<file path="src/rtl/credential_pkg.sv">
// Shared definitions for keypad credential entry and the unlocker.
package credential_pkg;

    typedef enum logic [1:0] {
        IDLE,
        ENTRY,
        FULL,
        LOCKOUT
    } entry_state_t;

    localparam int DIGITS_PER_FIELD = 4;
    localparam int FIELD_COUNT      = 8;

    typedef logic [3:0] nibble_t;

endpackage

</file>
<file path="src/rtl/cycle_timer.sv">
// Up-counter with synchronous restart, enable and terminal-compare flag.
module cycle_timer #(
    parameter int CNT_W = 30
) (
    input  logic             clk,
    input  logic             rst_n,
    input  logic             i_clr,
    input  logic             i_en,
    input  logic [CNT_W-1:0] i_cmp,
    output logic             o_hit
);

    logic [CNT_W-1:0] r_cnt;

    always_ff @(posedge clk or negedge rst_n) begin
        if (!rst_n) begin
            r_cnt <= '0;
        end else if (i_clr) begin
            r_cnt <= '0;
        end else if (i_en) begin
            r_cnt <= r_cnt + 1'b1;
        end
    end

    assign o_hit = (r_cnt == i_cmp);

endmodule

</file>
<file path="src/rtl/credential_entry_ctrl.sv">
// Keypad entry sequencer: fills user/pass nibbles, idle timeout, flag handshake
// and timed lockout after the third failed login.
module credential_entry_ctrl
    import credential_pkg::*;
#(
    parameter int TIMEOUT_CYC = 50_000_000,
    parameter int LOCKOUT_CYC = 500_000_000,
    parameter int CNT_W       = 30
) (
    input  logic       clk,
    input  logic       rst_n,
    input  logic       digit_valid,
    input  logic [3:0] digit,
    input  logic       clear_btn,
    input  logic       reset_count,
    input  logic       flag,
    input  logic       flag_select,
    output logic       flag_resolve,
    output logic [3:0] user0,
    output logic [3:0] user1,
    output logic [3:0] user2,
    output logic [3:0] user3,
    output logic [3:0] pass0,
    output logic [3:0] pass1,
    output logic [3:0] pass2,
    output logic [3:0] pass3,
    output logic [3:0] input_count,
    output logic       lockout
);

    localparam logic [CNT_W-1:0] TO_CMP = CNT_W'(TIMEOUT_CYC - 1);
    localparam logic [CNT_W-1:0] LO_CMP = CNT_W'(LOCKOUT_CYC - 1);
    localparam logic             TO_EN  = (TIMEOUT_CYC != 0);
    localparam logic [3:0]       LAST   = 4'(FIELD_COUNT - 1);

    entry_state_t r_state;
    entry_state_t w_state_nxt;
    nibble_t      r_user [DIGITS_PER_FIELD];
    nibble_t      r_pass [DIGITS_PER_FIELD];
    logic [3:0]   r_count;
    logic         r_lockout;
    logic         r_flag_resolve;

    logic             w_accept;
    logic             w_wipe;
    logic             w_lock_nxt;
    logic             w_resolve_nxt;
    logic             w_lock_done;
    logic             w_hit;
    logic             w_tmr_clr;
    logic             w_tmr_en;
    logic [CNT_W-1:0] w_cmp;

    // flag is deliberately blind on the cycle the ack pulse is visible
    always_comb begin
        w_state_nxt   = r_state;
        w_accept      = 1'b0;
        w_wipe        = 1'b0;
        w_lock_nxt    = r_lockout;
        w_resolve_nxt = 1'b0;
        w_lock_done   = 1'b0;
        unique case (r_state)
            LOCKOUT: begin
                if (w_hit) begin
                    w_lock_done   = 1'b1;
                    w_state_nxt   = IDLE;
                    w_lock_nxt    = 1'b0;
                    w_resolve_nxt = 1'b1;
                end
            end
            IDLE, ENTRY, FULL: begin
                if (flag && !r_flag_resolve) begin
                    w_wipe = 1'b1;
                    if (flag_select) begin
                        w_state_nxt = LOCKOUT;
                        w_lock_nxt  = 1'b1;
                    end else begin
                        w_state_nxt   = IDLE;
                        w_resolve_nxt = 1'b1;
                    end
                end else if (reset_count || clear_btn ||
                             (TO_EN && w_hit && r_state != IDLE)) begin
                    w_wipe      = 1'b1;
                    w_state_nxt = IDLE;
                end else if (digit_valid && r_state != FULL) begin
                    w_accept    = 1'b1;
                    w_state_nxt = (r_count == LAST) ? FULL : ENTRY;
                end
            end
        endcase
    end

    assign w_cmp     = (r_state == LOCKOUT) ? LO_CMP : TO_CMP;
    assign w_tmr_en  = (r_state != IDLE);
    assign w_tmr_clr = (r_state == IDLE) || w_accept || w_wipe || w_lock_done;

    cycle_timer #(
        .CNT_W(CNT_W)
    ) u_timer (
        .clk   (clk),
        .rst_n (rst_n),
        .i_clr (w_tmr_clr),
        .i_en  (w_tmr_en),
        .i_cmp (w_cmp),
        .o_hit (w_hit)
    );

    always_ff @(posedge clk or negedge rst_n) begin
        if (!rst_n) begin
            r_state        <= IDLE;
            r_count        <= '0;
            r_lockout      <= 1'b0;
            r_flag_resolve <= 1'b0;
            for (int i = 0; i < DIGITS_PER_FIELD; i++) begin
                r_user[i] <= '0;
                r_pass[i] <= '0;
            end
        end else begin
            r_state        <= w_state_nxt;
            r_lockout      <= w_lock_nxt;
            r_flag_resolve <= w_resolve_nxt;
            if (w_wipe) begin
                r_count <= '0;
                for (int i = 0; i < DIGITS_PER_FIELD; i++) begin
                    r_user[i] <= '0;
                    r_pass[i] <= '0;
                end
            end else if (w_accept) begin
                if (r_count[2]) begin
                    r_pass[r_count[1:0]] <= digit;
                end else begin
                    r_user[r_count[1:0]] <= digit;
                end
                r_count <= r_count + 4'd1;
            end
        end
    end

    assign user0        = r_user[0];
    assign user1        = r_user[1];
    assign user2        = r_user[2];
    assign user3        = r_user[3];
    assign pass0        = r_pass[0];
    assign pass1        = r_pass[1];
    assign pass2        = r_pass[2];
    assign pass3        = r_pass[3];
    assign input_count  = r_count;
    assign lockout      = r_lockout;
    assign flag_resolve = r_flag_resolve;

endmodule
</file>
<file path="config.mk">
export PLATFORM = sky130hd
export DESIGN_NAME = credential_entry_ctrl
export DESIGN_NICKNAME = d
export VERILOG_FILES = /design/src/rtl/credential_pkg.sv /design/src/rtl/cycle_timer.sv /design/src/rtl/credential_entry_ctrl.sv
export SDC_FILE = /design/constraint.sdc
export NUM_CORES = 1
export LEC_CHECK = 0
export ABC_AREA = 1
export BUFFER_PORTS_ARGS = -buffer_cell sky130_fd_sc_hd__buf_4
export CAP_MARGIN = 20
export CORE_ASPECT_RATIO = 1.2
export CORE_MARGIN = 2
export CORE_UTILIZATION = 35
export CTS_CLUSTER_SIZE = 14
export DETAILED_ROUTE_END_ITERATION = 12
export GPL_TIMING_DRIVEN = 1
export PLACE_DENSITY = 0.56
export SLEW_MARGIN = 5
export SYNTH_ARGS = -nofsm -noshare
export SYNTH_HDL_FRONTEND = slang
export SYNTH_SLANG_ARGS = --single-unit
</file>
<file path="constraint.sdc">
create_clock -name clk -period 5.8 [get_ports clk]
set_input_delay 1.74 -clock clk [delete_from_list [all_inputs] [get_ports clk]]
set_output_delay 1.74 -clock clk [all_outputs]
set_load 0.05 [all_outputs]
</file>
==> results of run 1 <==
## flip-flops by register name, indices dropped and copies added (netlist names)
signal and cells:
user1 4, pass2 4, input_count 4, user2 4, user3 4, pass0 4, u_timer.r_cnt 30, user0 4
pass1 4, pass3 4, lockout 1, r_state 2, flag_resolve 1
## cell families (layout without fill, tap and decap cells)
family | Yosys count | after routing | share of synthesized area [%]
AND/OR/NAND/NOR | 276 | 276 | 31.3
flip-flops | 70 | 70 | 45.0
buffers and inverters | 61 | 110 | 6.79
AO/OA/AOI/OAI | 49 | 49 | 9.59
XOR/XNOR | 25 | 25 | 5.63
adder cells (fa/ha/maj) | 5 | 5 | 1.61
## power by group through the flow
stage / Sequential (mW) / Clock, mW / Combinational, mW
floorplan: 0.522 / 0 / 0.0824
global placement: 0.514 / 0 / 0.127
detailed placement: 0.514 / 0 / 0.128
CTS: 0.505 / 0.537 / 0.129
global route: 0.506 / 0.562 / 0.147
finish: 0.505 / 0.528 / 0.131
## metrics by stage
step	util, %	hold slack, ns
after floorplan	-	0.431
after global placement	39.6	0.450
after detailed placement	39.6	0.454
after CTS	42.2	0.462
after global routing	42.3	0.490
final	42.3	0.462
## final cells by class
type / count / area, sq um
inverter: 44 / 168
sequential: 70 / 1750
clock inverter: 6 / 45.0
timing repair buffer: 50 / 383
clock buffer: 10 / 239
fill: 1123 / 6310
tap: 132 / 165
multi-input combinational: 355 / 1870
## Yosys cell counts (all sizes together)
cell / number
inv: 43
nor3: 15
xnor2: 7
nand4: 6
nor4: 6
ha: 5
o311ai: 32
clkinv: 1
buf: 11
clkbuf: 6
o31ai: 1
o22ai: 1
a21oi: 2
o21ai: 13
dfrtp: 70
nor2: 82
nand3: 24
nand2: 142
and3b: 1
xor2: 18
## how the worst min path moves through the flow
| stage | start | to | slack (ns) | cells past startpoint |
|---|---|---|---|---|
| 2_1_floorplan | u_timer.r_cnt[0]$_DFFE_PN0P_ | u_timer.r_cnt[0]$_DFFE_PN0P_ | 0.43 | 1 |
| 3_3_place_gp | u_timer.r_cnt[0]$_DFFE_PN0P_ | u_timer.r_cnt[0]$_DFFE_PN0P_ | 0.45 | 1 |
| 4_1_cts | u_timer.r_cnt[0]$_DFFE_PN0P_ | u_timer.r_cnt[0]$_DFFE_PN0P_ | 0.46 | 1 |
| 6_report | u_timer.r_cnt[0]$_DFFE_PN0P_ | u_timer.r_cnt[0]$_DFFE_PN0P_ | 0.46 | 1 |
| 5_1_grt | u_timer.r_cnt[0]$_DFFE_PN0P_ | u_timer.r_cnt[0]$_DFFE_PN0P_ | 0.49 | 1 |
| 3_5_place_dp | u_timer.r_cnt[0]$_DFFE_PN0P_ | u_timer.r_cnt[0]$_DFFE_PN0P_ | 0.45 | 1 |
## layer usage
layer	share of wire (%)	track usage, %	routed length, um	vias up
met5	0	0	0	-
met2	50	29.1	5010	90
met1	44	23.1	4330	1577
met3	4.0	3.35	393	17
met4	2.1	5.74	212	0
li1	-	-	-	1696
## placed cells by master (no fill, tap or decap), types with 10 or more instances in the layout
master and instances:
buf_4 49, inv_1 40, nand3_1 22, nor2_2 10, xor2_1 18, nor2_1 71
dfrtp_1 70, nand2_1 138, o311ai_0 31, o21ai_0 12, nor3_1 13
==> results.toml, run 1 <==
[worst_setup_path]
crit_chain = "buf_4"
r2r_start = "input_count[2]$_DFFE_PN0P_"
reg2reg_depth = 4
arrival_ns = 1.53
setup.worst_path.start = "input_count[2]$_DFFE_PN0P_"
critical_path.max_stage_delay_ns = 0.86
critical_path.slowest_cell = "dfrtp_1"
start_kind = "flop"
r2r_slack_ns = 3.13
required_ns = 4.06
path_buf_inv = 1
crit_cells = 1
endpoint_kind = "output port"
rr_endpoint = "pass0[0]$_DFFE_PN0P_"
cp-endpoint = "input_count[2]"
crit_family = "flip-flops"
crit_fanout = 21
crit_type = "reg2out"

[clock_network]
hold_buffers = 0
tritoncts = "done"
cts_buffer_depth = 2
cts_inserted_buffers = 9
htreeDepth = 3
post_cts_resized = 0
cts.sink_count = 70
path_clk_slew_ns = 0.06
cts-root-buf = "clkbuf_16"
cts_setup_buffers = 0
worstSkewPairLatency_ns = 0.34

[power]
p_leak_nw = 2.12
p_int_mw = 0.827
p_switching_mw = 0.337
ir_drop_mv = 0.159
power_density_nw_per_um2 = 252
p_comb_share_pct = 11.3
clockPowerShare_pct = 45.3
p_seq_share_pct = 43.4
total_power_mw = 1.16
switching_share_pct = 29.0

[placement]
place_congestion = 0.804
hpwl_um = 6870
dp_cells = 650
dp_slack_ns = 2.19
postPlaceCellArea_sq_um = 4330
io_buffers = 48

[finish]
nNetsFinal = 546
layoutNonFillerInstCount = 667
area_delta_synth_final_pct = 18.9
stdcell_area_sq_um = 4620
antenna_cells = 0
drive_gt1_share_pct = 16.8

[timing]
fmax_ghz = 0.306
timing.final.crit_share_pct = 56.3
finClkSkew_ns = 0.00688
post-route-min-period_ns = 3.27
finalSetupViolCount = 0
tns_ns = 0
hold_viol = 0
slew_violations = 0
rsz0062_at_grt = "no"
slew_headroom_pct = 39.7
layout_setup_ws_ns = 2.53
worst_pin_slew_ns = 0.904

[synth]
synth.top_cell.area_share_pct = 45.0
synthDistinctLibCells = 34
synth.net_count = 502
synth_area_sq_um = 3890
yosysWarnings = 0
synth_seq_area_share_pct = 45.0
netlist_top_cells_area = "dfrtp_1 45%, nand2_1 13%, o311ai_0 7.0%"
syn_inst = 486
ys_seq_elements = 70
avgSynthCellArea_sq_um = 8.00
synth_area_leader_cell = "dfrtp_1"

[floorplan]
boundaryPins = 49
initial_core_util_pct = 35.6
fp.coreArea_sq_um = 10900
dieArea_sq_um = 12000
fp.dieW_um = 100
num_rows = 42
die_h_um = 119

[outcome]
status = "finished clean"

[routing]
drcViolationCount = 0
wirelength_um = 9940
firstDrtPassIters = 4
vias = 3380
wl_per_cell_um = 14.9
ant_nets = 0
drtIter0Drc = 239
viasPerCell = 5.07

[global_route]
grt_pass1_vias = 3367
grt_overflow = 0
grt_max_degree = 71
grt_use_total_pct = 17.6
grt_first_pass_wirelength_um = 16800
antenna_found_initial = 0

[flow_run]
cap_viol_max_count = 0

[hold_path]
min_path_type = "reg2reg"
(Power assumes the default switching activity.)
==> inputs of run 2 (changes only) <==
clock period = 3.1 ns   (was 5.8 ns; I/O delays follow)
==> results.toml, run 2 (synthesis gave the netlist of run 1 again) <==
[finish]
final_common_cell = "nand2_1"
final_util_pct = 42.3
regMostFlops = "u_timer.r_cnt"
seqCellArea_sq_um = 1750
area_delta_synth_final_pct = 18.9
antenna_cells = 0
nNetsFinal = 549
drive_gt1_share_pct = 16.9
final_cell_mix = "138 x nand2_1, 71 x nor2_1, 70 x dfrtp_1, 53 x buf_4, 40 x inv_1"
multi_input_area_sq_um = 1870
stdcell_area_sq_um = 4620
largest_reg_flops = 30
fillers = 1124

[clock_network]
cts_inserted_buffers = 9
tritoncts = "done"
cts_setup_buffers = 0
cts-root-buf = "clkbuf_16"
worstSkewPairLatency_ns = 0.34
cts_buffer_depth = 2
hold_buffers = 0
cts.sink_count = 70
path_clk_slew_ns = 0.05
post_cts_resized = 0
htreeDepth = 3

[worst_setup_path]
crit_chain = "buf_4"
crit_fanout = 21
arrival_ns = 1.51
r2r_start = "u_timer.r_cnt[0]$_DFFE_PN0P_"
crit_type = "reg2out"
path_buf_inv = 1
crit_family = "flip-flops"
critical_path.max_stage_delay_ns = 0.85
critical_path.slowest_cell = "dfrtp_1"
setup.worst_path.start = "input_count[2]$_DFFE_PN0P_"
start_kind = "flop"
required_ns = 2.17
endpoint_kind = "output port"

[power]
ir_drop_mv = 0.280
p_leak_nw = 2.13
total_power_mw = 2.13
power_density_nw_per_um2 = 461

[global_route]
grt_use_total_pct = 17.9
grt_overflow = 0
antenna_found_initial = 0
grt_pass1_vias = 3535
grt_first_pass_wirelength_um = 17100
grt_max_degree = 71

[placement]
hpwl_um = 7050
place_congestion = 0.862
postPlaceCellArea_sq_um = 4360
dp_slack_ns = 0.646
io_buffers = 48

[routing]
vias = 3463
drtIter0Drc = 137
wirelength_um = 10000
wl_per_cell_um = 14.9
firstDrtPassIters = 4
ant_nets = 0
viasPerCell = 5.17
drcViolationCount = 0

[flow_run]
cap_viol_max_count = 0

[outcome]
status = "finished clean"

[floorplan]
dieArea_sq_um = 12000
num_rows = 42
fp.dieW_um = 100
initial_core_util_pct = 35.6
fp.coreArea_sq_um = 10900
die_h_um = 119
boundaryPins = 49

[timing]
slew_headroom_pct = 39.9
finalSetupViolCount = 0
hold_viol = 0
finClkSkew_ns = 0.00998
post-route-min-period_ns = 2.44
timing.final.crit_share_pct = 78.9
slew_violations = 0
fmax_ghz = 0.409
tns_ns = 0
layout_setup_ws_ns = 0.655
worst_pin_slew_ns = 0.901
rsz0062_at_grt = "no"

[hold_path]
hold_path.startpoint = "u_timer.r_cnt[0]$_DFFE_PN0P_"
min_path_type = "reg2reg"
[run 2: changes by cell type in the layout (fill, tap and decap cells not counted), sizes merged]
cell / delta
buf: +3
clkbuf: +2
clkinv: +1
clkinvlp: -2
inv: -1
[run 2: report_power, final]
group | switching, mW | internal, mW | total [mW] | leakage, nW
Sequential | 0.0195 | 0.928 | 0.948 | 0.969
Combinational | 0.189 | 0.0535 | 0.243 | 1.03
Clock | 0.383 | 0.559 | 0.942 | 0.132
[run 2: worst paths after layout]
path | end | slack, ns | cells after the start
worst max-delay path | input_count[2] | 0.66 | 1
max in group asynchronous | pass2[2]$_DFFE_PN0P_ | 1.79 | 1
min in group asynchronous | u_timer.r_cnt[18]$_DFFE_PN0P_ | 0.74 | 1
worst min register to register | u_timer.r_cnt[0]$_DFFE_PN0P_ | 0.46 | 1
worst max register to register | u_timer.r_cnt[26]$_DFFE_PN0P_ | 0.73 | 11
worst min-delay path | u_timer.r_cnt[0]$_DFFE_PN0P_ | 0.46 | 1
[run 2: cell type report]
class                           count  area share [%]
Sequential cell                    70            37.9
Inverter                           44            3.63
Timing Repair Buffer               53            8.60
Clock buffer                       12            5.33
Tap cell                          132            3.57
Multi-Input combinational cell    355            40.5
Clock inverter                      4           0.487
[run 2: through the flow]
| step | hold WS (ns) | cells |
|---|---|---|
| after floorplan | 0.431 | 486 |
| after global placement | 0.452 | 654 |
| after detailed placement | 0.457 | 654 |
| after CTS | 0.468 | 670 |
| after global routing | 0.490 | 670 |
| final | 0.465 | 670 |
[run 2: layer usage]
metal | vias up | wire (um) | global-route usage [%]
met5 | - | 0 | 0
met4 | 0 | 254 | 7.71
met3 | 22 | 375 | 2.99
met2 | 90 | 5180 | 30.4
met1 | 1654 | 4200 | 22.3
li1 | 1697 | - | -
==> inputs of run 3 (changes only) <==
clock period = 2.5 ns   (was 3.1 ns; I/O delays follow)
==> results.toml, run 3 (synthesis gave the netlist of run 1 again) <==
[outcome]
status = "finished clean"

[power]
p_switching_mw = 0.755
p_comb_share_pct = 11.4
clockPowerShare_pct = 46.9
ir_drop_mv = 0.306
p_seq_share_pct = 41.7
p_int_mw = 2.05
switching_share_pct = 26.9
p_leak_nw = 2.18
total_power_mw = 2.81
power_density_nw_per_um2 = 595

[floorplan]
fp.coreArea_sq_um = 10900
dieArea_sq_um = 12000
initial_core_util_pct = 35.6
num_rows = 42
boundaryPins = 49
fp.dieW_um = 100
die_h_um = 119

[placement]
postPlaceCellArea_sq_um = 4410
hpwl_um = 7350
io_buffers = 48
dp_cells = 658
place_congestion = 0.889

[clock_network]
cts-root-buf = "clkbuf_16"
cts_inserted_buffers = 9
cts.sink_count = 70
tritoncts = "done"
hold_buffers = 0
cts_setup_buffers = 0
post_cts_resized = 0
worstSkewPairLatency_ns = 0.34
cts_buffer_depth = 2
htreeDepth = 3
path_clk_slew_ns = 0.06

[routing]
wl_per_cell_um = 15.2
ant_nets = 0
drtIter0Drc = 151
firstDrtPassIters = 4
drcViolationCount = 0
viasPerCell = 5.09
vias = 3428
wirelength_um = 10200

[global_route]
grt_overflow = 0
antenna_found_initial = 0
grt_pass1_vias = 3594
globalRouteMet2Util_pct = 31.7
grt_use_total_pct = 18.5
busiest_layer = "met2"
grt.met1_usage_pct = 22.4
grt_first_pass_wirelength_um = 17500
met3_usage_pct = 4.34
grt_max_degree = 43

[finish]
layoutNonFillerInstCount = 674
largest_reg_flops = 30
area_delta_synth_final_pct = 21.4
final_cell_mix = "138 x nand2_1, 71 x nor2_1, 70 x dfrtp_1, 55 x buf_4, 40 x inv_1"
nNetsFinal = 553
final_util_pct = 43.2
final_common_cell = "nand2_1"
drive_gt1_share_pct = 17.9
regMostFlops = "u_timer.r_cnt"
antenna_cells = 0
stdcell_area_sq_um = 4720

[worst_setup_path]
reg2reg_depth = 12
crit_fanout = 22
critical_path.slowest_cell = "dfrtp_1"
crit_chain = "ha_1, nand3_2, nor2_4, nand2_2, nor2_1, nand4_2, nand3_4, nand2_4, inv_4, nor2_1, nand2_1, nand2_1"
crit_family = "simple AND/OR/NAND/NOR gates"
start_kind = "flop"
rr_endpoint = "user0[2]$_DFFE_PN0P_"
crit_type = "reg2reg"
endpoint_kind = "flop"
setup.worst_path.start = "u_timer.r_cnt[0]$_DFFE_PN0P_"
path_buf_inv = 1
cp-endpoint = "user0[2]$_DFFE_PN0P_"
required_ns = 2.71
critical_path.max_stage_delay_ns = 0.36
arrival_ns = 2.37
r2r_slack_ns = 0.34
crit_cells = 12
r2r_start = "u_timer.r_cnt[0]$_DFFE_PN0P_"

[timing]
timing.final.crit_share_pct = 86.3
post-route-min-period_ns = 2.16
finClkSkew_ns = 0.00782
finalSetupViolCount = 0
worst_pin_slew_ns = 0.569
slew_headroom_pct = 61.7
fmax_ghz = 0.463
tns_ns = 0
rsz0062_at_grt = "no"
hold_viol = 0
slew_violations = 0

[flow_run]
cap_viol_max_count = 0

[hold_path]
min_path_type = "in2async"
## run 3: per-stage QoR
stage / hold WS (ns) / setup slack, ns
2_1_floorplan: 0.431 / 0.644
3_3_place_gp: 0.444 / 0.425
3_5_place_dp: 0.454 / 0.335
4_1_cts: 0.362 / 0.329
5_1_grt: 0.387 / 0.133
6_report: 0.338 / 0.342
## run 3: worst min path at each step
stage	end	slack (ns)	cells past startpoint
5_1_grt	u_timer.r_cnt[17]$_DFFE_PN0P_	0.39	1
6_report	u_timer.r_cnt[19]$_DFFE_PN0P_	0.34	1
3_5_place_dp	u_timer.r_cnt[0]$_DFFE_PN0P_	0.45	1
3_3_place_gp	u_timer.r_cnt[0]$_DFFE_PN0P_	0.44	1
2_1_floorplan	u_timer.r_cnt[0]$_DFFE_PN0P_	0.43	1
4_1_cts	u_timer.r_cnt[17]$_DFFE_PN0P_	0.36	1
## run 3: cell type report
type / count / area, sq um
Inverter: 44 / 168
Clock inverter: 5 / 57.6
Fill cell: 1124 / 6210
Timing Repair Buffer: 57 / 453
Sequential cell: 70 / 1750
Multi-Input combinational cell: 355 / 1870
Tap cell: 132 / 165
Clock buffer: 11 / 253
## run 3: power by group through the flow
stage / Clock, mW / Sequential (mW) / Combinational (mW)
finish: 1.32 / 1.17 / 0.320
detailed placement: 0 / 1.19 / 0.325
global route: 1.40 / 1.17 / 0.361
CTS: 1.35 / 1.17 / 0.326
floorplan: 0 / 1.21 / 0.191
global placement: 0 / 1.19 / 0.319
## run 3: metal layers
layer | up-vias | share of wire [%] | wire [um]
li1 | 1703 | - | -
met4 | 0 | 2.0 | 201
met1 | 1642 | 43 | 4350
met2 | 67 | 52 | 5270
met5 | - | 0 | 0
met3 | 16 | 3.9 | 397
## run 3: worst register-to-register path: cells and delay by family, from the launching register on
kind	cells	cell delay, ns
and+or+nand+nor	10	1.21
DFF	1	0.36
buffers and inverters	1	0.24
adders and majority gates	1	0.23
